<file path="src/rtl/keypad_controller.sv">
// 4x4 keypad scanner: row sequencing, column synchronizing/debouncing, hex decode
// and a two-deep history of accepted keys for a dual 7-segment display.
module keypad_controller #(
    parameter int unsigned SCAN_DIV        = 4,
    parameter int unsigned DEBOUNCE_CYCLES = 8
) (
    input  logic       clk,
    input  logic       reset,
    input  logic [3:0] cols_raw,
    output logic [3:0] rows,
    output logic       key_valid,
    output logic [3:0] key_code,
    output logic [3:0] digit_new,
    output logic [3:0] digit_old
);

    localparam int unsigned DivW = $clog2(SCAN_DIV);
    localparam int unsigned CntW = $clog2(DEBOUNCE_CYCLES + 1);
    localparam logic [DivW-1:0] DivLast = DivW'(SCAN_DIV - 1);
    localparam logic [CntW-1:0] CntMax  = CntW'(DEBOUNCE_CYCLES);

    typedef enum logic [1:0] {
        StScan,
        StDebounce,
        StHeld,
        StRelease
    } state_e;

    state_e          r_state;
    logic [3:0]      r_sync1;
    logic [3:0]      r_sync2;
    logic [3:0]      r_rows;
    logic [3:0]      r_col;
    logic [DivW-1:0] r_div;
    logic [CntW-1:0] r_cnt;
    logic            r_key_valid;
    logic [3:0]      r_key_code;
    logic [3:0]      r_digit_new;
    logic [3:0]      r_digit_old;

    logic            w_onehot;
    logic            w_col_hit;
    logic [3:0]      w_rows_next;
    logic [3:0]      w_key;

    assign w_onehot    = (r_sync2 != 4'b0) && ((r_sync2 & (r_sync2 - 4'd1)) == 4'b0);
    assign w_col_hit   = |(r_sync2 & r_col);
    assign w_rows_next = {r_rows[0], r_rows[3:1]};

    always_comb begin
        w_key = 4'h0;
        case ({r_rows, r_col})
            8'b1000_1000: w_key = 4'h1;
            8'b1000_0100: w_key = 4'h2;
            8'b1000_0010: w_key = 4'h3;
            8'b1000_0001: w_key = 4'hA;
            8'b0100_1000: w_key = 4'h4;
            8'b0100_0100: w_key = 4'h5;
            8'b0100_0010: w_key = 4'h6;
            8'b0100_0001: w_key = 4'hB;
            8'b0010_1000: w_key = 4'h7;
            8'b0010_0100: w_key = 4'h8;
            8'b0010_0010: w_key = 4'h9;
            8'b0010_0001: w_key = 4'hC;
            8'b0001_1000: w_key = 4'hE;
            8'b0001_0100: w_key = 4'h0;
            8'b0001_0010: w_key = 4'hF;
            8'b0001_0001: w_key = 4'hD;
            default:      w_key = 4'h0;
        endcase
    end

    always_ff @(posedge clk) begin
        if (!reset) begin
            r_state     <= StScan;
            r_sync1     <= 4'b0;
            r_sync2     <= 4'b0;
            r_rows      <= 4'b1000;
            r_col       <= 4'b0;
            r_div       <= '0;
            r_cnt       <= '0;
            r_key_valid <= 1'b0;
            r_key_code  <= 4'h0;
            r_digit_new <= 4'h0;
            r_digit_old <= 4'h0;
        end else begin
            r_sync1     <= cols_raw;
            r_sync2     <= r_sync1;
            r_key_valid <= 1'b0;
            case (r_state)
                StScan: begin
                    // Sample on the last dwell cycle so the synchronizer has settled.
                    if (r_div == DivLast) begin
                        r_div <= '0;
                        if (w_onehot) begin
                            r_col   <= r_sync2;
                            r_cnt   <= '0;
                            r_state <= StDebounce;
                        end else begin
                            r_rows <= w_rows_next;
                        end
                    end else begin
                        r_div <= r_div + 1'b1;
                    end
                end
                StDebounce: begin
                    if (r_cnt == CntMax) begin
                        r_key_valid <= 1'b1;
                        r_key_code  <= w_key;
                        r_digit_old <= r_digit_new;
                        r_digit_new <= w_key;
                        r_state     <= StHeld;
                    end else if (r_sync2 == r_col) begin
                        r_cnt <= r_cnt + 1'b1;
                    end else begin
                        r_div   <= '0;
                        r_state <= StScan;
                    end
                end
                StHeld: begin
                    if (!w_col_hit) begin
                        r_cnt   <= '0;
                        r_state <= StRelease;
                    end
                end
                StRelease: begin
                    if (w_col_hit) begin
                        r_state <= StHeld;
                    end else if (r_cnt == CntMax) begin
                        r_div   <= '0;
                        r_rows  <= w_rows_next;
                        r_state <= StScan;
                    end else begin
                        r_cnt <= r_cnt + 1'b1;
                    end
                end
                default: r_state <= StScan;
            endcase
        end
    end

    assign rows      = r_rows;
    assign key_valid = r_key_valid;
    assign key_code  = r_key_code;
    assign digit_new = r_digit_new;
    assign digit_old = r_digit_old;

endmodule
</file>
<file path="config.mk">
export PLATFORM = sky130hd
export DESIGN_NAME = keypad_controller
export DESIGN_NICKNAME = d
export VERILOG_FILES = /design/src/rtl/keypad_controller.sv
export SDC_FILE = /design/constraint.sdc
export NUM_CORES = 1
export LEC_CHECK = 0
export ABC_CLOCK_PERIOD_IN_PS = 5100
export BUFFER_PORTS_ARGS = -buffer_cell sky130_fd_sc_hd__buf_2
export CORE_MARGIN = 2
export CORE_UTILIZATION = 60
export CTS_CLUSTER_SIZE = 20
export DETAILED_ROUTE_END_ITERATION = 12
export GPL_TIMING_DRIVEN = 1
export PLACE_DENSITY = 0.81
export SLEW_MARGIN = 20
export SYNTH_ARGS = -nofsm -noshare
export SYNTH_HDL_FRONTEND = slang
export SYNTH_SLANG_ARGS = --single-unit
</file>
<file path="constraint.sdc">
create_clock -name clk -period 5.1 [get_ports clk]
set_input_delay 0.255 -clock clk [delete_from_list [all_inputs] [get_ports clk]]
set_output_delay 0.255 -clock clk [all_outputs]
set_load 0.005 [all_outputs]
</file>
==> impl_metrics.toml, run 1 <==
[sta]
slew_headroom_pct = 58.54
min_period_ns = 2.392
hold_violations = 0
finalSetupTns_ns = 0
finalSetupViolCount = 0
skew_ns = 0.008306
finalCritPeriodShare_pct = 46.91
tightest_slew_ns = 0.6196
maxSlewViolCount = 0
rsz0062_at_grt = "false"
max_freq_ghz = 0.4180

[worst_setup_path]
crit_type = "flop to flop"
worstPathArrival_ns = 2.64
end_kind = "flop"
critPathMaxFanout = 14
cp.required_ns = 5.34
startpoint_type = "flop"

[floorplan]
rows = 20
ioPinCount = 23
design.core.area_um2 = 3003
dieArea_um2 = 3575
start_util_pct = 62.21
chipWidth_um = 59.80
die_h_um = 59.80

[logic_synthesis]
ys_seq_area_share_pct = 35.37
syn-num-nets = 243
netlist_area_um2 = 1868
async_flop_share_pct = 0
ys_warn_count = 0
synth_ff_type = "dfxtp_1"
synth-seq-cells = 33
synth.avg_cell_area_um2 = 8.266
yosys.cell_types.count = 49
synth_cells = 226
synth_edf_count = 0

[finish]
area_delta_synth_final_pct = 8.172
diodes = 0
fillCellCount = 261
stdcell_area_um2 = 2021
multi_input_area_um2 = 1086
layout_common_cells = "dfxtp_1 (33), nand2_1 (28), buf_2 (22)"
layout-drive-gt1-share_pct = 15.48
layout.area.seq_um2 = 660.6
layout_commonest_cell = "dfxtp_1"
nets = 255

[global_route]
grt_pass1_vias = 1434
grtUsageTotal_pct = 23.75
grt_max_degree = 31
antenna_found_initial = 0
grt_pass1_wl_um = 6299
overflow = 0

[pwr]
peakVddDrop_mv = 0.2255
intPower_w = 0.0004711
p_leak_nw = 0.7993
swShare_pct = 32.55
p_seq_share_pct = 44.8
power_switching_w = 0.0002273
comb_power_share_pct = 25.7
clkPwrFrac_pct = 29.5
p_total_w = 0.0006984
p_per_area_nw_per_um2 = 345.6

[cts]
cts_root_buffer = "clkbuf_4"
cts_buffers = 5
clock_latency_ns = 0.34
cts_resized = 0
worst_setup_hold_path_clk_slew_ns = 0.10
clk_path_buf_depth = 2
cts_hold_buf = 0
cts_htree_levels = 2
cts_tree = "yes"
cts.sink_count = 33
postCtsSetupBuffers = 0

[worst_hold_path]
hp-class = "input pin to flop"

[drt]
drc = 0
dr_total_vias = 1640
via_per_inst = 6.029
antenna_left = 0
routedWlPerCell_um = 13.98
wirelength_um = 3802
drtPass1Iterations = 4
first_iter_violations = 107

[placed_design]
place_area_um2 = 1936
hpwl_um = 2759
portBuffers = 22
gp_congestion = 0.8812

[flow_run]
maxCapViolations = 0

[run_status]
status = "complete, no violations"
metal layers:
layer / global-route usage [%] / up-vias / routed length (um)
met1: 29.01 / 736 / 1643
li1: - / 832 / -
met5: 0 / - / 0
met3: 4.545 / 10 / 215
met2: 39.29 / 62 / 1844
met4: 12.38 / 0 / 99
flip-flops by register name, summed over array words and instances, names as in the netlist:
signal	cells
r_div	2
rows	4
r_cnt	4
key_valid	1
r_col	4
r_sync1	4
r_sync2	4
r_state	2
digit_new	4
digit_old	4
area by class of cell:
cell class	count	share of cell area, %
multi-input combinational	166	53.75
sequential	33	32.69
timing repair buffer	22	5.449
clock buffer	7	2.724
tap	33	2.043
inverter	10	1.858
clock inverter	1	1.486
cells in the mapped netlist, types with 5 or more instances:
cell,instances,area share (%)
a21oi_1,9,2.4
a31oi_1,8,2.7
and2_1,8,2.7
clkbuf_1,8,1.6
dfxtp_1,33,35
ha_1,11,7.4
inv_1,10,2.0
nand2_1,28,5.6
nand3_1,10,2.7
nor2_1,12,2.4
nor4_1,7,2.3
o21ai_0,16,4.3
xor2_1,5,2.3
cell families after synthesis:
kind of cell	after synthesis	synth area share (%)
AOI/OAI and AO/OA	56	20.09
muxes	2	1.072
buffers and inverters	27	6.497
xor gates and xnor gates	7	3.282
and+or+nand+nor	90	26.32
DFF	33	35.36
adders and majority gates	11	7.368
through the flow:
| step | cells | hold WS [ns] | util (%) | setup WS [ns] |
|---|---|---|---|---|
| global route | 272 | 0.1015 | 67.29 | 2.511 |
| floorplan | 226 | 0.3823 | - | 3.118 |
| global placement | 264 | 0.4152 | 64.46 | 2.779 |
| finish | 272 | 0.1146 | 67.29 | 2.708 |
| CTS | 272 | 0.1107 | 67.29 | 2.730 |
| detailed placement | 264 | 0.4232 | 64.46 | 2.749 |
power by group through the flow:
stage	clock network, W	logic (W)	registers, W
2_1_floorplan	0	0.000159	0.000296
3_3_place_gp	0	0.000174	0.000318
3_5_place_dp	0	0.000177	0.000319
4_1_cts	0.000210	0.000178	0.000313
5_1_grt	0.000224	0.000199	0.000317
6_report	0.000206	0.000180	0.000313
critical path: stages, from the launching register on:
cell      delay (ns)
dfxtp_1         0.60
ha_1            0.31
or4_1           0.56
o2bb2a_1        0.32
o22ai_1         0.25
o21ai_0         0.13
o311a_1         0.14
worst paths after layout:
path | from | to | slack, ns | cells after the start
max reg2reg | r_col[0] | r_state[0] | 2.71 | 6
max | r_col[0] | r_state[0] | 2.71 | 6
min | cols_raw[3] | r_sync1[3] | 0.11 | 2
min reg2reg | r_sync1[0] | r_sync2[0] | 0.44 | 1
No activity file was read; power rests on OpenSTA's default activity.
==> run 2: changes to the inputs <==
--- a/config.mk
+++ b/config.mk
@@ -5,14 +5,14 @@
 export SDC_FILE = /design/constraint.sdc
 export NUM_CORES = 1
 export LEC_CHECK = 0
-export ABC_CLOCK_PERIOD_IN_PS = 5100
+export ABC_CLOCK_PERIOD_IN_PS = 2100
 export BUFFER_PORTS_ARGS = -buffer_cell sky130_fd_sc_hd__buf_2
 export CORE_MARGIN = 2
-export CORE_UTILIZATION = 60
+export CORE_UTILIZATION = 52
 export CTS_CLUSTER_SIZE = 20
 export DETAILED_ROUTE_END_ITERATION = 12
 export GPL_TIMING_DRIVEN = 1
-export PLACE_DENSITY = 0.81
+export PLACE_DENSITY = 0.74
 export SLEW_MARGIN = 20
 export SYNTH_ARGS = -nofsm -noshare
 export SYNTH_HDL_FRONTEND = slang
==> constraint.sdc (replaced) <==
create_clock -name clk -period 2.1 [get_ports clk]
set_input_delay 0.105 -clock clk [delete_from_list [all_inputs] [get_ports clk]]
set_output_delay 0.105 -clock clk [all_outputs]
set_load 0.005 [all_outputs]
==> run 2 against run 1 <==
Effect of this change:
- via count rose by 3.2%
- worst hold slack improved by 0.10 ns
- fmax rose by 20%
- utilization fell by 3.0 points
- die area rose by 14%
- sequential share of layout area fell by 2.4 points
- clock skew rose by 0.0067 ns
- combinational power rose to 2.7 times the previous value
- critical path depth did not move
- design area rose by 7.9%
- register-to-register slack got worse by 2.6 ns
- critical endpoint unchanged
- largest power group unchanged
==> impl_metrics.toml, run 2 (same netlist as run 1, synthesis figures left out) <==
[pwr]
comb_power_share_pct = 28.5
swShare_pct = 32.06
power_switching_w = 0.0005503
p_total_w = 0.001716
peakVddDrop_mv = 0.4536
p_seq_share_pct = 42.4
clkPwrFrac_pct = 29.0
intPower_w = 0.001166
p_leak_nw = 0.8792
p_per_area_nw_per_um2 = 787.4

[cts]
clk_path_buf_depth = 2
cts_htree_levels = 2
cts_root_buffer = "clkbuf_4"
worst_setup_hold_path_clk_slew_ns = 0.11
clock_latency_ns = 0.34
cts.sink_count = 33
cts_buffers = 5
cts_tree = "yes"

[worst_hold_path]
hp-class = "input pin to flop"
min_path_cells = 3

[flow_run]
maxCapViolations = 0

[floorplan]
rows = 21
dieArea_um2 = 4088
die_h_um = 63.94
chipWidth_um = 63.94
ioPinCount = 23
design.core.area_um2 = 3390
start_util_pct = 55.11

[sta]
finalSetupViolCount = 0
max_freq_ghz = 0.5001
skew_ns = 0.01497
min_period_ns = 2.000
tightest_slew_ns = 0.4594
finalCritPeriodShare_pct = 95.21
maxSlewViolCount = 0
hold_violations = 0
rsz0062_at_grt = "false"
slew_headroom_pct = 69.34
whs_ns = 0.2168

[worst_setup_path]
startpoint_type = "flop"
end_kind = "flop"
ff2ff_path_depth = 6
critPathMaxFanout = 4
crit_type = "flop to flop"
cp.required_ns = 2.35
worstPathArrival_ns = 2.25

[finish]
area_delta_synth_final_pct = 16.68
fin_cells = 301
layout_common_cells = "dfxtp_1 (33), nand2_1 (27), buf_2 (22)"
nets = 271
post-route-util_pct = 64.30
layout_commonest_cell = "dfxtp_1"
stdcell_area_um2 = 2180
layout-drive-gt1-share_pct = 20.39
fillCellCount = 287
diodes = 0

[global_route]
overflow = 0
grt_pass1_vias = 1580
grt_pass1_wl_um = 7038
grt_max_degree = 30
grtUsageTotal_pct = 21.97
antenna_found_initial = 0

[drt]
routedWlPerCell_um = 13.04
first_iter_violations = 124
drc = 0
dr_total_vias = 1692
drtPass1Iterations = 5
wirelength_um = 3926
antenna_left = 0
via_per_inst = 5.621

[placed_design]
portBuffers = 22
dp_cells = 289
place_area_um2 = 2042
gp_congestion = 0.8731
hpwl_um = 2808

[run_status]
status = "complete, no violations"
[run 2: changes by cell type in the layout (fill, tap and decap cells not counted)]
cell,delta
o21ai_0,-2
buf_4,+12
dlygate4sd3_1,+4
o22ai_2,+1
or4_4,+1
nand2_1,-1
nand2_2,+1
o22ai_1,-1
or4_1,-1
o21ai_1,+2
[run 2: worst paths after layout]
kind                      to  startpoint  slack, ns
setup reg to reg  r_state[0]  r_sync2[1]       0.10
hold reg to reg   r_sync2[0]  r_sync1[0]       0.44
setup / recovery  r_state[0]  r_sync2[1]       0.10
hold / removal       rows[3]       reset       0.22
[run 2: area by class of cell]
| type | instances | area, um2 | area share (%) |
|---|---|---|---|
| multi-input combinational | 166 | 1099 | 50.40 |
| sequential | 33 | 660.6 | 30.31 |
| timing repair buffer | 38 | 240.2 | 11.02 |
| tap | 46 | 57.56 | 2.641 |
| clock buffer | 7 | 55.05 | 2.526 |
| inverter | 10 | 37.54 | 1.722 |
| clock inverter | 1 | 30.03 | 1.378 |
[run 2: worst max-delay path, cell delays in order, from the launching register on]
cell      delay [ns]
dfxtp_1         0.33
ha_1            0.29
or4_4           0.55
o2bb2a_1        0.32
o22ai_2         0.18
o21ai_0         0.11
o311a_1         0.12
[run 2: what timing repair did]
action	CTS	global route
setup buffers	0	0
pin swaps	0	2
endpoints found under the hold margin	4	0
endpoints found under the setup margin	1	3
gates resized for setup	1	4
hold buffers	4	0
[run 2: power by group through the flow]
stage | Combinational [W] | Clock [W] | Sequential [W]
floorplan | 0.000386 | 0 | 0.000720
global placement | 0.000473 | 0 | 0.000741
detailed placement | 0.000478 | 0 | 0.000743
CTS | 0.000490 | 0.000505 | 0.000728
global route | 0.000564 | 0.000532 | 0.000739
finish | 0.000490 | 0.000498 | 0.000728
[run 2: through the flow]
step | TNS (ns) | setup WS (ns)
floorplan | 0 | 0.1175
global placement | 0 | 0.03905
detailed placement | -0.01458 | -0.01458
CTS | 0 | 0.07394
global route | 0 | 0.0001912
finish | 0 | 0.1005
[run 2: metal layers]
metal  track usage [%]  up-vias  share of wire (%)
met5                 0        -                  0
met4             9.239        0                1.7
met3             5.282        9                5.6
met2             35.94       47                 47
met1             27.51      770                 46
li1                  -      866                  -
